File: src/rtl/netlist_slice_checker_pkg.sv
// Shared constants, FSM state type and golden model for the INV/OAI222 slice checker.
package slice_chk_pkg;

  localparam int unsigned SLICE_W      = 41;
  localparam int unsigned SLICE_NGROUP = 9;
  localparam int unsigned SLICE_CHK_W  = 4 * SLICE_NGROUP;

  // Fibonacci taps for x^41 + x^3 + 1 (state bits 40 and 2)
  localparam logic [SLICE_W-1:0] LFSR_TAPS = 41'h100_0000_0004;

  // Only the group outputs are compared; the bits above them are undriven on the slice
  localparam logic [SLICE_W-1:0] SLICE_MASK =
    {{(SLICE_W - SLICE_CHK_W){1'b0}}, {SLICE_CHK_W{1'b1}}};

  typedef enum logic [2:0] {
    ST_IDLE,
    ST_DRIVE,
    ST_SETTLE,
    ST_CHECK,
    ST_DONE
  } state_e;

  // Expected slice C for the given A/B, with the unchecked upper bits forced to 0
  function automatic logic [SLICE_W-1:0] slice_expect(input logic [SLICE_W-1:0] a,
                                                      input logic [SLICE_W-1:0] b);
    logic [SLICE_W-1:0] e;
    e = '0;
    for (int unsigned g = 0; g < SLICE_NGROUP; g++) begin
      e[4*g]   = ~a[4*g];
      e[4*g+1] = ~b[4*g];
      e[4*g+2] = ~b[4*g+1];
      e[4*g+3] = ~((a[4*g+1] | a[4*g+2]) & (b[4*g+1] | b[4*g+2]) & (a[4*g+3] | b[4*g+3]));
    end
    return e;
  endfunction

endpackage

File: src/rtl/netlist_slice_checker_lfsr.sv
// 41-bit Fibonacci LFSR (x^41 + x^3 + 1) with seed load and advance enable.
module slice_chk_lfsr
  import slice_chk_pkg::*;
#(
  parameter logic [SLICE_W-1:0] SEED = 41'h1
) (
  input  logic               clk,
  input  logic               rst_n,
  input  logic               load_i,
  input  logic               adv_i,
  output logic [SLICE_W-1:0] state_o
);

  logic [SLICE_W-1:0] lfsr_q, lfsr_d;

  // Next state: reseed has priority over advance
  always_comb begin
    lfsr_d = lfsr_q;
    if (load_i) begin
      lfsr_d = SEED;
    end else if (adv_i) begin
      lfsr_d = {lfsr_q[SLICE_W-2:0], ^(lfsr_q & LFSR_TAPS)};
    end
  end

  // State register, seeded on reset
  always_ff @(posedge clk) begin
    if (!rst_n) lfsr_q <= SEED;
    else        lfsr_q <= lfsr_d;
  end

  assign state_o = lfsr_q;

endmodule

File: config.mk
export PLATFORM = sky130hd
export DESIGN_NAME = slice_chk_lfsr
export DESIGN_NICKNAME = d
export VERILOG_FILES = /design/src/rtl/netlist_slice_checker_pkg.sv /design/src/rtl/netlist_slice_checker_lfsr.sv
export SDC_FILE = /design/constraint.sdc
export NUM_CORES = 1
export LEC_CHECK = 0
export ABC_CLOCK_PERIOD_IN_PS = 1400
export CAP_MARGIN = 10
export CORE_ASPECT_RATIO = 1.1
export CORE_MARGIN = 5
export CORE_UTILIZATION = 52
export CTS_BUF_LIST = sky130_fd_sc_hd__clkbuf_4 sky130_fd_sc_hd__clkbuf_8
export CTS_CLUSTER_SIZE = 16
export DETAILED_ROUTE_END_ITERATION = 10
export PLACE_DENSITY = 0.89
export SYNTH_ARGS = -nofsm -noshare
export SYNTH_HDL_FRONTEND = slang
export SYNTH_SLANG_ARGS = --single-unit
File: constraint.sdc
create_clock -name clk -period 1.4 [get_ports clk]
set_input_delay 0.42 -clock clk [delete_from_list [all_inputs] [get_ports clk]]
set_output_delay 0.42 -clock clk [all_outputs]
set_load 0.02 [all_outputs]
Word level (Yosys, flattened, before mapping)
Index checks and enable logic that the tools add are counted.
- input bits: 4
- flip-flop bits (word level): 41
- reduce and logical (&&, ||, !) cells: 2
- bitwise logic cells: 1
- operators by type and width (cell ; number):
    parity 41 bit ; 1
    OR reduction 2 bit ; 1
    NOT 1 bit ; 1

Logic depth before layout (Yosys ltp)
Gate-level depths: netlist (run 1).
- depth in word-level cells: 2
- gate-level depth with buffers: 4
- depth with buffers taken out: 2

Least setup slack after synthesis (run 1)
No wires, ideal clock.
- path kind: input to register
- from: in adv_i
- to: reg lfsr_q[3], in the netlist state_o[3]
- setup time: 0.117 ns
- data required time: 1.283 ns
- stages on the path: 4
- arrival: 0.899 ns
- slack: 0.384 ns
- cells stage by stage: buf_6 buf_12 mux2i_1 nor2_1
- RTL lines (what ; line ; source):
    start, declared ; netlist_slice_checker_lfsr.sv:10 ; input logic adv_i,
    end signal, assigned ; netlist_slice_checker_lfsr.sv:29 ; else lfsr_q <= lfsr_d;
    end, declared ; netlist_slice_checker_lfsr.sv:14 ; logic [SLICE_W-1:0] lfsr_q, lfsr_d;

Worst setup path in the final report (run 1)
- from: reg lfsr_q[5], in the netlist state_o[5]
- to: out state_o[5]
- RTL lines (what ; line ; source):
    end, declared ; netlist_slice_checker_lfsr.sv:11 ; output logic [SLICE_W-1:0] state_o
No word-level cell between the ends.

==> metrics, run 1 <==
number of antenna violations at the first check in global routing=0; Max Clock Skew=0.005339 ns; die height=66.69 um; clock tree from TritonCTS=done; effective utilization at floorplan=0.5468; Max IR drop VDD=between 0.9 and 1 mV; minimum clock period after layout=1.329 ns; Final setup violation count=0; most common library cell in the layout ignoring fill and taps=sky130_fd_sc_hd__buf_2; routed length per instance=~14 um; upper clock frequency limit=between 700 and 800 MHz; post-synthesis average cell area=between 10 and 15 um2; placed wire-length estimate after detailed placement=between 2000 and 2500 um; post-synthesis instance area=between 0.0015 and 0.002 mm2; startpoint of the most critical register-to-register path=state_o[0]; number of rows in the core area=20; synthesized flop and latch total=approximately 40; cell with the largest stage delay on the worst path=sky130_fd_sc_hd__dfxtp_1; power per standard cell area=1142 mW/mm2; fraction of layout instances using a drive strength above 1=0.3505; Critical Path RT=just under 1 ns; Crit. End Element=primary output; vias after detailed routing=1118; hold violation total from the final report=0; cells after synthesis=around 140; transition time at the pin with the least slew margin=0.2784 ns; leakage power of the design=approximately 1 nW; worst reg-to-reg path cell count=3; signed area change from the synthesized netlist to the final layout=27.84%; highest-count cells in the layout ignoring fill and taps=42 x sky130_fd_sc_hd__buf_2, 40 x sky130_fd_sc_hd__mux2i_1, 40 x sky130_fd_sc_hd__nor2_1, 39 x sky130_fd_sc_hd__dfxtp_1, 13 x sky130_fd_sc_hd__buf_4; destination of the worst register-to-register timing path=state_o[0]; Crit path buffers/inverters=1; Max transition margin=0.8118; clock tree buffer depth=2; crit-path max cell delay=~0.38 ns; clock edge transition at the registers on the reported setup and hold paths=0.11 ns; end point of the worst hold path=state_o[0]; Die Wd=approximately 62 um; arrival time at the worst endpoint=0.91 ns; final net count=197; count of TritonRoute iterations in the first routing pass=4; final period utilization=0.9495; critical path's top delay family=flip-flops; vias in the first global route=~1100; full die area=between 0.004 and 0.005 mm2; combined global-route utilization of all metal layers=0.1744; crit path kind=flop to primary output; sum of internal, switching and leakage power=about 2.2 mW; total nets after synthesis=about 140; remaining routing DRC violations=0; clock sink count=approximately 40; Final GP Congestion=about 0.71; overflow left after global routing=0; top fanout value on the critical path=3; hold path depth=2; TNS Setup=0 ns; Clk Latency, worst-skew pair=~0.34 ns; max capacitance violation total=0; pin count of the biggest net entering global routing=41; placeable core area=roughly 0.0028 mm2; ant diodes=0; type of origin of the critical path=flop; routed wire length=around 3100 um; Final Util=0.6991; via density per instance=roughly 5; final number of max-transition violations=0; ANT nets after route=0; global-route wire length before repair=5237 um; Inserted Clock Buffers=5; run status=completed; worst min-delay path startpoint=adv_i; Max H-tree Level=2; Yosys warnings=0; series of cell instances along the critical path=buf_2; sequential-to-total area share from yosys stat=0.5404; CTS Root Buffer Type=sky130_fd_sc_hd__clkbuf_4; classification of the worst-slack hold path=input pin to flop; register-to-register path setup slack=0.45 ns; DRC marker count from the first detailed-route iteration=28; number of different library cells in the post-synthesis netlist=11; post-CTS setup buffer count=0; max FFs per register=a little over 40; count of boundary I/O pins=45; setup repair after global routing missed its margin=no; number of buffers inserted by port buffering=44
-- worst reg2reg max path, stage by stage (launching register included) --
cell and delay, ns:
sky130_fd_sc_hd__dfxtp_1 0.33, sky130_fd_sc_hd__buf_4 0.13, sky130_fd_sc_hd__nor4b_1 0.30, sky130_fd_sc_hd__a41oi_1 0.07
-- what timing repair did --
| action | CTS | global route |
|---|---|---|
| hold buffers | 0 | 0 |
| pin swaps | 0 | 0 |
| setup endpoints to repair | 41 | 5 |
| gates resized for setup | 161 | 5 |
| cloned | 0 | 0 |
-- stage by stage --
step / std cells / cell area, um2 / worst slack (ns) / hold slack, ns
2_1_floorplan: 135 / 1519 / 0.3840 / 0.5758
3_3_place_gp: 219 / 2042 / -0.02577 / 0.4999
3_5_place_dp: 219 / 2042 / -0.07011 / 0.5193
4_1_cts: 227 / 1958 / 0.006120 / 0.4152
5_1_grt: 227 / 1942 / 0.005782 / 0.4439
6_report: 227 / 1942 / 0.07066 / 0.4353
-- synth_stat cells, drive strengths merged --
master  instances  share of area
xnor2           1         0.0058
nand2b          1         0.0041
dfxtp          41           0.54
nor2           40          0.099
buf             9          0.073
inv             1         0.0025
mux2i          40           0.26
nor4b           1         0.0058
a41oi           1         0.0058
-- area by class of cell --
class / count / area (um2)
flip-flops and latches: 41 / 823.3
inverters: 1 / 3.754
clock inverters: 3 / 65.06
multi-input cells: 84 / 583.1
clock buffers: 5 / 37.54
well taps: 33 / 41.29
repair buffers: 60 / 387.9
fillers: 217 / 835.8
-- logic make-up (layout without fill, tap and decap cells) --
kind of cell / Yosys count / after routing / share of synthesized area
AND/OR/NAND/NOR: 42 / 42 / 0.1087
flip-flops: 41 / 41 / 0.5404
XOR/XNOR: 1 / 1 / 0.005767
AO/OA/AOI/OAI: 1 / 1 / 0.005767
multiplexers: 40 / 40 / 0.2636
buffers and inverters: 10 / 69 / 0.07578
-- power by group --
group          total, mW  leakage, nW  switching [mW]  internal [mW]
Clock              0.931       0.0552           0.378          0.553
Sequential          1.17        0.331         0.00195           1.17
Combinational      0.115        0.597          0.0603         0.0549
Total               2.22        0.984           0.441           1.78
-- worst max path at each step --
| stage | from | slack [ns] | cells past startpoint | end |
|---|---|---|---|---|
| 2_1_floorplan | adv_i | 0.38 | 4 | state_o[3] |
| 3_3_place_gp | load_i | -0.03 | 4 | state_o[30] |
| 5_1_grt | state_o[22] | 0.006 | 1 | state_o[22] |
| 4_1_cts | state_o[40] | 0.006 | 1 | state_o[40] |
| 3_5_place_dp | load_i | -0.07 | 4 | state_o[0] |
| 6_report | state_o[5] | 0.07 | 1 | state_o[5] |
-- metal layers --
metal	track usage	vias up	wire length [um]
met1	0.2079	523	1307
met5	0	-	0
met4	0.07162	0	42
met3	0.07364	4	220
li1	-	562	-
met2	0.2709	29	1511
Note: power is estimated with default switching activity, not from simulation.
==> inputs of run 2 (changes only) <==
Settings changed: HOLD_SLACK_MARGIN set to 0.06.
==> results of run 2 <==
No change in the layout: final DEF, timing and power equal those of run 1.
==> inputs of run 3 (changes only) <==
Settings changed: CORE_ASPECT_RATIO 1.1 to 1.4.
==> run 3 against run 2 <==
Net effect: utilization shrank 0.081 points; critical path depth is the same; critical endpoint is now state_o[0]; worst setup slack lost 0.040 ns; via count shrank 1.4%; clock skew shrank 0.0016 ns.
==> metrics, run 3 (synthesized netlist as in run 1, its figures left out) <==
run status=completed (unchanged); combined global-route utilization of all metal layers=0.1600 (was 0.1744); number of rows in the core area=23 (was 20); type of origin of the critical path=flop (unchanged); max FFs per register=41 (unchanged); pre-CTS setup slack=-0.04267 ns (was -0.07011 ns); setup repair after global routing missed its margin=no (unchanged); register-to-register path setup slack=0.46 ns (was 0.45 ns); routed wire length=3047 um (was 3082 um); count of TritonRoute iterations in the first routing pass=4 (unchanged); summed area of non-filler cells in the final layout=0.001989 mm2 (was 0.001942 mm2); final number of max-transition violations=0 (unchanged); sum of internal, switching and leakage power=2.114 mW (was 2.218 mW); number of buffers inserted by port buffering=44 (unchanged); critical path's top delay family=flip-flops (unchanged); end point of the worst hold path=state_o[33] (was state_o[0]); CTS Root Buffer Type=sky130_fd_sc_hd__clkbuf_8 (was sky130_fd_sc_hd__clkbuf_4); Final Util=0.6983 (was 0.6991); routed length per instance=13.36 um (was 13.58 um); Inserted Clock Buffers=5 (unchanged); Crit. End Element=primary output (unchanged); via density per instance=4.833 (was 4.925); hold-fix buffers at CTS=0 (unchanged); crit-path max cell delay=0.35 ns (was 0.38 ns); placeable core area=0.002849 mm2 (was 0.002778 mm2); total placed instance area=0.002024 mm2 (was 0.002042 mm2); hold violation total from the final report=0 (unchanged); pin count of the biggest net entering global routing=29 (was 41); clock tree buffer depth=2 (unchanged); top fanout value on the critical path=2 (was 3); clock tree from TritonCTS=done (unchanged); TNS Setup=0 ns (unchanged); Max Clock Skew=0.003771 ns (was 0.005339 ns); highest-count cells in the layout ignoring fill and taps=41 x sky130_fd_sc_hd__dfxtp_1, 40 x sky130_fd_sc_hd__mux2i_1, 40 x sky130_fd_sc_hd__nor2_1, 25 x sky130_fd_sc_hd__clkbuf_2, 10 x sky130_fd_sc_hd__buf_4 (was 42 x sky130_fd_sc_hd__buf_2, 40 x sky130_fd_sc_hd__mux2i_1, 40 x sky130_fd_sc_hd__nor2_1, 39 x sky130_fd_sc_hd__dfxtp_1, 13 x sky130_fd_sc_hd__buf_4); transition time at the pin with the least slew margin=0.2558 ns (was 0.2784 ns); max capacitance violation total=0 (unchanged); most common library cell in the layout ignoring fill and taps=sky130_fd_sc_hd__dfxtp_1 (was sky130_fd_sc_hd__buf_2); die height=73.95 um (was 66.69 um); full die area=0.004117 mm2 (was 0.004103 mm2); destination of the worst register-to-register timing path=state_o[0] (unchanged); classification of the worst-slack hold path=flop to flop (was input pin to flop); slack of the critical path=0.03035 ns (was 0.07066 ns); power per standard cell area=1063 mW/mm2 (was 1142 mW/mm2); vias in the first global route=1118 (was 1127); Die Wd=55.68 um (was 61.53 um); arrival time at the worst endpoint=0.95 ns (was 0.91 ns); Final GP Congestion=0.6390 (was 0.7061); leakage power of the design=0.9252 nW (was 0.9836 nW); overflow left after global routing=0 (unchanged); worst min-delay path startpoint=state_o[32] (was adv_i); post-CTS setup buffer count=0 (unchanged); series of cell instances along the critical path=clkdlybuf4s15_1 (was buf_2); DRC marker count from the first detailed-route iteration=14 (was 28); clock edge transition at the registers on the reported setup and hold paths=0.07 ns (was 0.11 ns); fraction of layout instances using a drive strength above 1=0.3037 (was 0.3505); global-route wire length before repair=5092 um (was 5237 um); minimum clock period after layout=1.370 ns (was 1.329 ns); crit path kind=flop to primary output (unchanged); Max transition margin=0.8270 (was 0.8118); ant diodes=0 (unchanged); clock sink count=41 (unchanged); signed area change from the synthesized netlist to the final layout=30.97% (was 27.84%); final period utilization=0.9783 (was 0.9495); number of antenna violations at the first check in global routing=0 (unchanged); remaining routing DRC violations=0 (unchanged); final net count=194 (was 197); cell with the largest stage delay on the worst path=sky130_fd_sc_hd__dfxtp_1 (unchanged); Max IR drop VDD=1.120 mV (was 0.9922 mV); placed wire-length estimate after detailed placement=2170 um (was 2218 um); ANT nets after route=0 (unchanged); Critical Path RT=0.98 ns (about the same); vias after detailed routing=1102 (was 1118); Max H-tree Level=2 (unchanged); effective utilization at floorplan=0.5332 (was 0.5468); Clk Latency, worst-skew pair=0.29 ns (was 0.34 ns); worst reg-to-reg path cell count=3 (unchanged); Crit path buffers/inverters=1 (unchanged); startpoint of the most critical register-to-register path=state_o[0] (unchanged); hold path depth=2 (unchanged); Final setup violation count=0 (unchanged); count of boundary I/O pins=45 (unchanged); upper clock frequency limit=730.1 MHz (was 752.3 MHz)
## run 3: what timing repair did
action,CTS,global route
gates resized for setup,88,34
endpoints found under the hold margin,0,0
endpoints found under the setup margin,41,33
## run 3: how the worst max path moves through the flow
stage | start | end | slack [ns] | depth (start not counted)
floorplan | adv_i | state_o[3] | 0.38 | 4
global placement | load_i | state_o[33] | -0.02 | 4
detailed placement | load_i | state_o[25] | -0.04 | 4
CTS | state_o[39] | state_o[39] | 0.0009 | 1
global route | state_o[22] | state_o[22] | 0.0002 | 1
finish | state_o[0] | state_o[0] | 0.03 | 1
## run 3: per-stage QoR
| stage | instances | hold WS (ns) |
|---|---|---|
| 3_5_place_dp | 220 | 0.5086 |
| 4_1_cts | 228 | 0.5313 |
| 3_3_place_gp | 220 | 0.4979 |
| 2_1_floorplan | 135 | 0.5758 |
| 6_report | 228 | 0.5243 |
| 5_1_grt | 228 | 0.5487 |
## run 3: cell type report
type / instances / area [um2]
well taps: 37 / 46.29
fillers: 207 / 859.6
repair buffers: 57 / 434.2
inverters: 1 / 3.754
multi-input cells: 84 / 583.1
flip-flops and latches: 41 / 820.8
clock inverters: 1 / 5.005
clock buffers: 7 / 96.34
## run 3: power by group
part	internal [mW]	switching, mW
clock network	0.445	0.381
logic	0.0574	0.0600
registers	1.17	0.00220
total	1.67	0.443
## run 3: layer usage
layer | global-route usage | wire length, um | vias to the layer above
li1 | - | - | 554
met1 | 0.1659 | 1177 | 518
met2 | 0.2934 | 1649 | 25
met3 | 0.05903 | 169 | 5
met4 | 0.06486 | 51 | 0
met5 | 0 | 0 | -
## run 3: worst min-delay path: stages (launching register included)
cell and delay [ns]:
sky130_fd_sc_hd__dfxtp_1 0.34, sky130_fd_sc_hd__mux2i_1 0.07, sky130_fd_sc_hd__nor2_1 0.07
